===== src/rtl/instr_mem_loadable.sv =====
// Runtime-loadable instruction memory: post-reset clear sweep, streaming load
// port and a one-cycle registered fetch port with range/alignment fault flag.
module instr_mem_loadable #(
  parameter int unsigned           DATA_WIDTH = 32,
  parameter int unsigned           ADDR_WIDTH = 5,
  parameter bit                    BYTE_ADDR  = 1'b0,
  parameter logic [DATA_WIDTH-1:0] NOP_WORD   = '0
) (
  input  logic                  Clk,
  input  logic                  Reset_n,
  input  logic                  FetchEn,
  input  logic [31:0]           Address,
  output logic [DATA_WIDTH-1:0] ReadData,
  output logic                  DataValid,
  output logic                  Fault,
  output logic                  Ready,
  input  logic                  LoadStart,
  input  logic [ADDR_WIDTH-1:0] LoadBase,
  input  logic                  LoadValid,
  input  logic [DATA_WIDTH-1:0] LoadData,
  input  logic                  LoadLast,
  output logic                  LoadDone,
  output logic                  LoadOverflow
);

  localparam int unsigned DEPTH = 2 ** ADDR_WIDTH;
  localparam int unsigned PTR_W = ADDR_WIDTH + 1;

  typedef enum logic [1:0] {
    ST_CLEAR = 2'd0,
    ST_READY = 2'd1,
    ST_LOAD  = 2'd2
  } state_t;

  state_t                  state;
  // Extra MSB marks a load pointer that has run past DEPTH-1.
  logic [PTR_W-1:0]        ptr;
  logic [DATA_WIDTH-1:0]   mem [DEPTH];

  logic [31:0]             idx_full;
  logic [ADDR_WIDTH-1:0]   fetch_idx;
  logic                    out_of_range;
  logic                    misaligned;
  logic                    fetch_fault;

  logic                    mem_we;
  logic [ADDR_WIDTH-1:0]   mem_waddr;
  logic [DATA_WIDTH-1:0]   mem_wdata;

  // Fetch address decode: word index plus fault qualification.
  always_comb begin
    idx_full     = BYTE_ADDR ? {2'b00, Address[31:2]} : Address;
    fetch_idx    = idx_full[ADDR_WIDTH-1:0];
    out_of_range = (idx_full >> ADDR_WIDTH) != 32'd0;
    misaligned   = BYTE_ADDR && (Address[1:0] != 2'b00);
    fetch_fault  = out_of_range | misaligned;
  end

  // Single write port shared by the clear sweep and the load stream.
  always_comb begin
    mem_we    = 1'b0;
    mem_waddr = ptr[ADDR_WIDTH-1:0];
    mem_wdata = NOP_WORD;
    if (Reset_n) begin
      case (state)
        ST_CLEAR: mem_we = 1'b1;
        ST_LOAD: begin
          if (!LoadStart && LoadValid && !ptr[ADDR_WIDTH]) begin
            mem_we    = 1'b1;
            mem_wdata = LoadData;
          end
        end
        default: mem_we = 1'b0;
      endcase
    end
  end

  always_ff @(posedge Clk) begin
    if (mem_we) mem[mem_waddr] <= mem_wdata;
  end

  // Control FSM with registered status and fetch outputs.
  always_ff @(posedge Clk) begin
    if (!Reset_n) begin
      state        <= ST_CLEAR;
      ptr          <= '0;
      ReadData     <= '0;
      DataValid    <= 1'b0;
      Fault        <= 1'b0;
      Ready        <= 1'b0;
      LoadDone     <= 1'b0;
      LoadOverflow <= 1'b0;
    end else begin
      DataValid <= 1'b0;
      Fault     <= 1'b0;
      Ready     <= 1'b0;
      LoadDone  <= 1'b0;
      case (state)
        ST_CLEAR: begin
          if (ptr == PTR_W'(DEPTH - 1)) begin
            state <= ST_READY;
            ptr   <= '0;
          end else begin
            ptr <= ptr + PTR_W'(1);
          end
        end
        ST_READY: begin
          if (FetchEn) begin
            DataValid <= 1'b1;
            Fault     <= fetch_fault;
            ReadData  <= fetch_fault ? NOP_WORD : mem[fetch_idx];
          end
          if (LoadStart) begin
            ptr          <= {1'b0, LoadBase};
            LoadOverflow <= 1'b0;
            state        <= ST_LOAD;
          end else begin
            Ready <= 1'b1;
          end
        end
        ST_LOAD: begin
          if (LoadStart) begin
            ptr          <= {1'b0, LoadBase};
            LoadOverflow <= 1'b0;
          end else if (LoadValid) begin
            if (ptr[ADDR_WIDTH]) begin
              LoadOverflow <= 1'b1;
            end else begin
              ptr <= ptr + PTR_W'(1);
            end
            if (LoadLast) begin
              LoadDone <= 1'b1;
              state    <= ST_READY;
            end
          end
        end
        default: state <= ST_CLEAR;
      endcase
    end
  end

endmodule


===== config.mk =====
export PLATFORM = sky130hd
export DESIGN_NAME = instr_mem_loadable
export DESIGN_NICKNAME = d
export VERILOG_FILES = /design/src/rtl/instr_mem_loadable.sv
export SDC_FILE = /design/constraint.sdc
export NUM_CORES = 1
export LEC_CHECK = 0
export BUFFER_PORTS_ARGS = -buffer_cell sky130_fd_sc_hd__buf_2
export CAP_MARGIN = 20
export CORE_ASPECT_RATIO = 1.25
export CORE_UTILIZATION = 55
export DETAILED_ROUTE_END_ITERATION = 16
export GPL_ROUTABILITY_DRIVEN = 0
export PLACE_DENSITY = 0.83
export REMOVE_ABC_BUFFERS = 1
export SLEW_MARGIN = 30
export SYNTH_ARGS = -nofsm -noshare
export SYNTH_HDL_FRONTEND = slang
export SYNTH_SLANG_ARGS = --single-unit

===== constraint.sdc =====
create_clock -name Clk -period 6.03 [get_ports Clk]
set_clock_uncertainty 0.15 [all_clocks]
set_input_delay 1.206 -clock Clk [delete_from_list [all_inputs] [get_ports Clk]]
set_output_delay 1.206 -clock Clk [all_outputs]
set_load 0.03 [all_outputs]

* Word level (Yosys, flattened, before mapping) *
Memory sizes are Yosys's and may differ from the RTL's.
Index checks and enable logic that the tools add are counted.

word-level totals
  register bits = 45
  bits in latches = 0
  bits in writable memories = 1024
  ROM bits = 0
  input bits = 75
  memories kept = 1

cells by class
  $add $sub $neg = 1
  multipliers = 0
  divide/modulo/power cells = 0
  order comparisons = 0
  eq/ne operators = 11
  shift-type cells = 0
  muxes and demuxes = 29
  bitwise logic cells = 3
  reductions and logical operators = 16

memory list
  name  words  bits a word  read ports  clocked after Yosys merged registers in  write ports  RTL line  source
  mem   32     32           1           0                                        1            38        logic [DATA_WIDTH-1:0] mem [DEPTH];

operators with widths
  cell                                                 number
  2-to-1 mux 32 bit                                    4
  nonzero test 32 bit                                  1
  2-to-1 mux 6 bit                                     5
  one-hot mux 6 bit (3 select lines)                   1
  2-to-1 mux 1 bit                                     11
  2-to-1 mux 2 bit                                     5
  inequality test 2 bit, second input constant         5
  inequality test 3 bit, second input constant         3
  AND reduction 4 bit                                  2
  adder 6 x 1 -> 6 bit, second input constant          1
  equality test 6 x 5 -> 1 bit, second input constant  1
  one-hot mux 2 bit (3 select lines)                   1
  AND reduction 3 bit                                  2
  AND reduction 5 bit                                  1
  one-hot mux 1 bit (2 select lines)                   2
  AND reduction 2 bit                                  2
  OR reduction 4 bit                                   1
  inverter 1 bit                                       3
  nonzero test 3 bit                                   1
  equality test 2 x 1 -> 1 bit, second input constant  1
  equality test 2 bit, second input constant           1
  logical AND 1 bit                                    2
  logical NOT 1 bit                                    2
  logical NOT 2 bit                                    1
  nonzero test 2 bit                                   1

* Longest topological paths before layout *
  depth in word-level cells = 8
  mapped depth = 9

* Worst setup path after synthesis *
Ideal clock, no wire load.

  path kind = input port to flip-flop
  start = in LoadStart
  end = mem mem[27][0], enable pin
  library setup time = 0.421 ns
  data arrival time = 3.455 ns
  path slack = 2.004 ns
  stages = 5
  path through = nor2b_1 -> and4_1 -> a21o_1 -> nand2_1 -> nor2_1

on the way
  word-level cells in the longest chain between the ends = 8

RTL lines
  item                                    RTL line  source
  start: declaration                      17        input logic LoadStart,
  logical NOT 1 bit                       68        if (!LoadStart && LoadValid && !ptr[ADDR_WIDTH]) begin
  logical AND 1 bit (2 in a row)          68
  2-to-1 mux 1 bit                        68
  one-hot mux 1 bit (2 select lines)      65        case (state)
  2-to-1 mux 1 bit                        64        if (Reset_n) begin
  2-to-1 mux 1 bit                        79        if (mem_we) mem[mem_waddr] <= mem_wdata;
  2-to-1 mux 1 bit (not written as such)  79
  end: declaration                        38

No other way between the ends.

* Worst setup path in the final report *
  start = reg state[0]
  end = mem mem[10][24], enable pin

on the way
  word-level cells in the longest chain between the ends = 5

RTL lines
  item                                                      RTL line  source
  start: declaration                                        35        state_t state;
  start signal: assignment                                  85        state <= ST_CLEAR;
  start signal: assignment                                  101       state <= ST_READY;
  start signal: assignment                                  116       state <= ST_LOAD;
  equality test 2 bit or logical NOT 2 bit (tied branches)  65
  one-hot mux 1 bit (2 select lines) *                      65
  2-to-1 mux 1 bit *                                        64
  2-to-1 mux 1 bit *                                        79
  2-to-1 mux 1 bit (not written as such) *                  79

Mark *: on every way between the ends. The rest lies on a longest branch, timed or not.

==> summary.md <==
| Metric | Value |
|---|---|
| RSZ-0062 raised after global routing | no |
| WHS Endpoint | LoadOverflow$_SDFFE_PN0P_ |
| Flop and latch count out of synthesis | 1069 |
| CTS-repair resized insts | 0 |
| Initial DRC count | 3442 |
| GRT Util Overall | 0.3050 |
| Buffers on Ports | 111 |
| Via Count | 22320 |
| DRT antenna net count | 0 |
| Die footprint | 75810 um2 |
| IO Pins | 112 |
| Setup TNS | 0 ps |
| CP arrival | 4200 ps |
| Critical Path RT | 6210 ps |
| Reg power frac | 0.544 |
| Worst hold slack | 314.3 ps |
| Reg2reg end | mem[10][24]$_DFFE_PP_ |
| Hold Path Origin | LoadOverflow$_SDFFE_PN0P_ |
| Post-synth EDFFs | 1024 |
| Die height | 307.6 um |
| Layout cells sized above 1 | 0.2698 |
| DR pass1 iterations | 6 |
| H-tree depth | 3 |
| # fillers | 4493 |
| Area Growth Syn to Fin | 14.32% |
| First-pass GRT wire length | 161700 um |
| Die X | 246.5 um |
| Vias in the first global route | 22960 |
| Total clock sinks | 1069 |
| Cell Area, Synth | 41090 um2 |
| Mean routed wirelength per cell | 35.92 um |
| Max VDD drop | 0.0002069 V |
| Clock Power Share | 0.416 |
| Postcts setup bufs | 0 |
| Post-layout instance area | 46970 um2 |
| Switching Power | 3101 uW |
| Initial Util | 0.5582 |
| Gate power share | 0.040 |
| Reg2reg path depth | 8 |
| Worst Hold Class | reg2reg |
| Sequential share of the synthesized area | 0.7703 |
| Int Power | 11720 uW |
| Crit Path Max Fanout | 19 |
| Largest net degree at the start of global routing | 100 |
| Syn Inst Count | 1971 |
| Crit end category | flop |
| Placed cell area | 43780 um2 |
| Sw frac | 0.2092 |
| CTS tree | built |
| Max-Cap Viols | 0 |
| Clock transition at the registers of the reported paths | 70 ps |
| Fin crit share | 0.6660 |
| Total gr overflow | 0 |
| Initial antenna violation count | 1 |
| Core ar. | 73610 um2 |
| Netlist cell types | 52 |
| Final Hold Violating Endpoints | 0 |
| CTS max path bufs | 3 |
| Fmax | 0.2490 GHz |
| Clock Latency Late Sink | 680 ps |
| Final #Nets | 2242 |
| CP Class | reg2reg |
| Synth async-reset ratio | 0 |
| Total design power | 14820 uW |
| Ant diodes | 0 |
| Ys Warns | 0 |
| Final worst path period need | 4016 ps |
| Least-Margin Pin Slew | 1022 ps |
| Post-DP HPWL | 64380 um |
| Worst slew margin | 0.3173 |
| Total CTS buffers | 92 |
| Row Count | 111 |
| Pwr Density | 315.6 nW/um2 |
| Syn_area_per_cell | 20.85 um2 |
| Via-to-Cell Ratio | 6.986 |
| Remaining DRCs | 0 |
| Hold Path Depth | 2 |
| Slew Viols, Final | 0 |
| Root Buffer | clkbuf_16 |
| Worst reg-to-reg setup slack | 2010 ps |
| Pleak | 0.01523 uW |
| CTS hold repair buffers | 0 |
| Final WL | 114800 um |
| Crit start category | flop |
| Status | finished, final reports clean |
| RR Startpoint | state[0]$_SDFFE_PN0P_ |
| Top_reg_cell synth | edfxtp_1 |
| Final setup fails | 0 |
==> logic make-up after synthesis <==
family,Yosys count,synth area share
AND/OR/NAND/NOR,195,0.02378
buffers and inverters,118,0.01656
multiplexers,317,0.1381
flip-flops,1069,0.7703
AO/OA/AOI/OAI,262,0.04823
adder cells (fa/ha/maj),10,0.003045
==> power groups by stage <==
stage	registers [uW]	logic (uW)	clock network (uW)
floorplan	8220	253	0
global placement	8230	532	0
detailed placement	8230	562	0
CTS	8070	575	6150
global route	8070	608	6420
finish	8070	593	6160
==> metal layers <==
metal	global-route usage	vias up	wire length, um
li1	-	8649	-
met1	0.3740	11370	36420
met2	0.5086	1948	58520
met3	0.05264	356	12920
met4	0.1836	0	6894
met5	0	-	0
==> synthesized netlist by cell type, types with 16 or more instances <==
cell      instances  share of area
edfxtp_1       1024           0.75
mux4_2          200           0.11
mux2i_1         117          0.029
a22oi_1          93          0.017
a221oi_1         66          0.014
nor2_1           46         0.0042
dfxtp_1          45          0.022
nand2_1          44         0.0040
clkbuf_1         43         0.0039
and2_1           34         0.0052
buf_2            33         0.0040
a21oi_1          21         0.0026
o21a_1           19         0.0035
o21ai_1          18         0.0022
buf_6            16         0.0044
==> through the flow <==
stage / setup WS [ps] / utilization / std cells
floorplan: 1704 / - / 1862
global placement: 1584 / 0.5843 / 2991
detailed placement: 1629 / 0.5947 / 3020
CTS: 2091 / 0.6371 / 3192
global route: 1930 / 0.6382 / 3195
finish: 2014 / 0.6382 / 3195
==> flip-flops by register name, summed over array words and instances, names as in the netlist <==
| name | flops |
|---|---|
| ReadData | 32 |
| LoadOverflow | 1 |
| DataValid | 1 |
| ptr | 6 |
| Ready | 1 |
| mem | 1024 |
| state | 2 |
| Fault | 1 |
| LoadDone | 1 |
==> area by class of cell <==
cell class / count / area [um2] / share of cell area
Timing Repair Buffer: 201 / 1888 / 0.04019
Multi-Input combinational cell: 784 / 9081 / 0.1933
Clock buffer: 120 / 2562 / 0.05455
Inverter: 9 / 33.78 / 0.0007192
Clock inverter: 52 / 556.8 / 0.01185
Sequential cell: 1069 / 31650 / 0.6738
Tap cell: 960 / 1201 / 0.02557
==> layout by cell type, fill, tap and decap left out, types with 7 or more instances in the layout <==
cell / synthesis / layout
edfxtp_1: 1024 / 1024
mux4_2: 200 / 200
mux2i_1: 117 / 117
buf_2: 33 / 108
clkbuf_16: 0 / 96
a22oi_1: 93 / 93
a221oi_1: 66 / 65
buf_4: 10 / 54
dfxtp_1: 45 / 45
nand2_1: 44 / 44
nor2_4: 0 / 34
buf_16: 0 / 26
and2_1: 34 / 21
a21oi_1: 21 / 20
o21a_1: 19 / 19
o21ai_1: 18 / 18
clkbuf_1: 43 / 17
clkinv_2: 0 / 16
nor3_1: 14 / 14
nand3_1: 14 / 14
and2_2: 0 / 13
nand2b_1: 13 / 13
clkinv_1: 0 / 13
nor2_1: 46 / 12
o31ai_1: 11 / 11
ha_1: 10 / 10
bufinv_16: 0 / 10
inv_1: 9 / 9
clkinvlp_4: 0 / 7
clkbuf_8: 0 / 7
buf_12: 1 / 7
==> worst max-delay path, cell delays in order (launching register included) <==
cell	delay, ps
dfxtp_1	350
inv_1	100
ha_1	270
nor2b_1	410
and4_2	310
a21o_1	210
nand2_1	530
nor2_4	870
buf_4	420
==> worst max path at each step <==
stage | from | to | depth (start not counted)
CTS | state[0]$_SDFFE_PN0P_ | mem[10][24]$_DFFE_PP_ | 8
finish | state[0]$_SDFFE_PN0P_ | mem[10][24]$_DFFE_PP_ | 8
floorplan | LoadStart | mem[27][0]$_DFFE_PP_ | 5
detailed placement | LoadStart | mem[10][21]$_DFFE_PP_ | 7
global route | state[0]$_SDFFE_PN0P_ | mem[10][24]$_DFFE_PP_ | 8
global placement | Address[0] | ReadData[17]$_SDFFE_PN0P_ | 5
(Power assumes the default switching activity.)
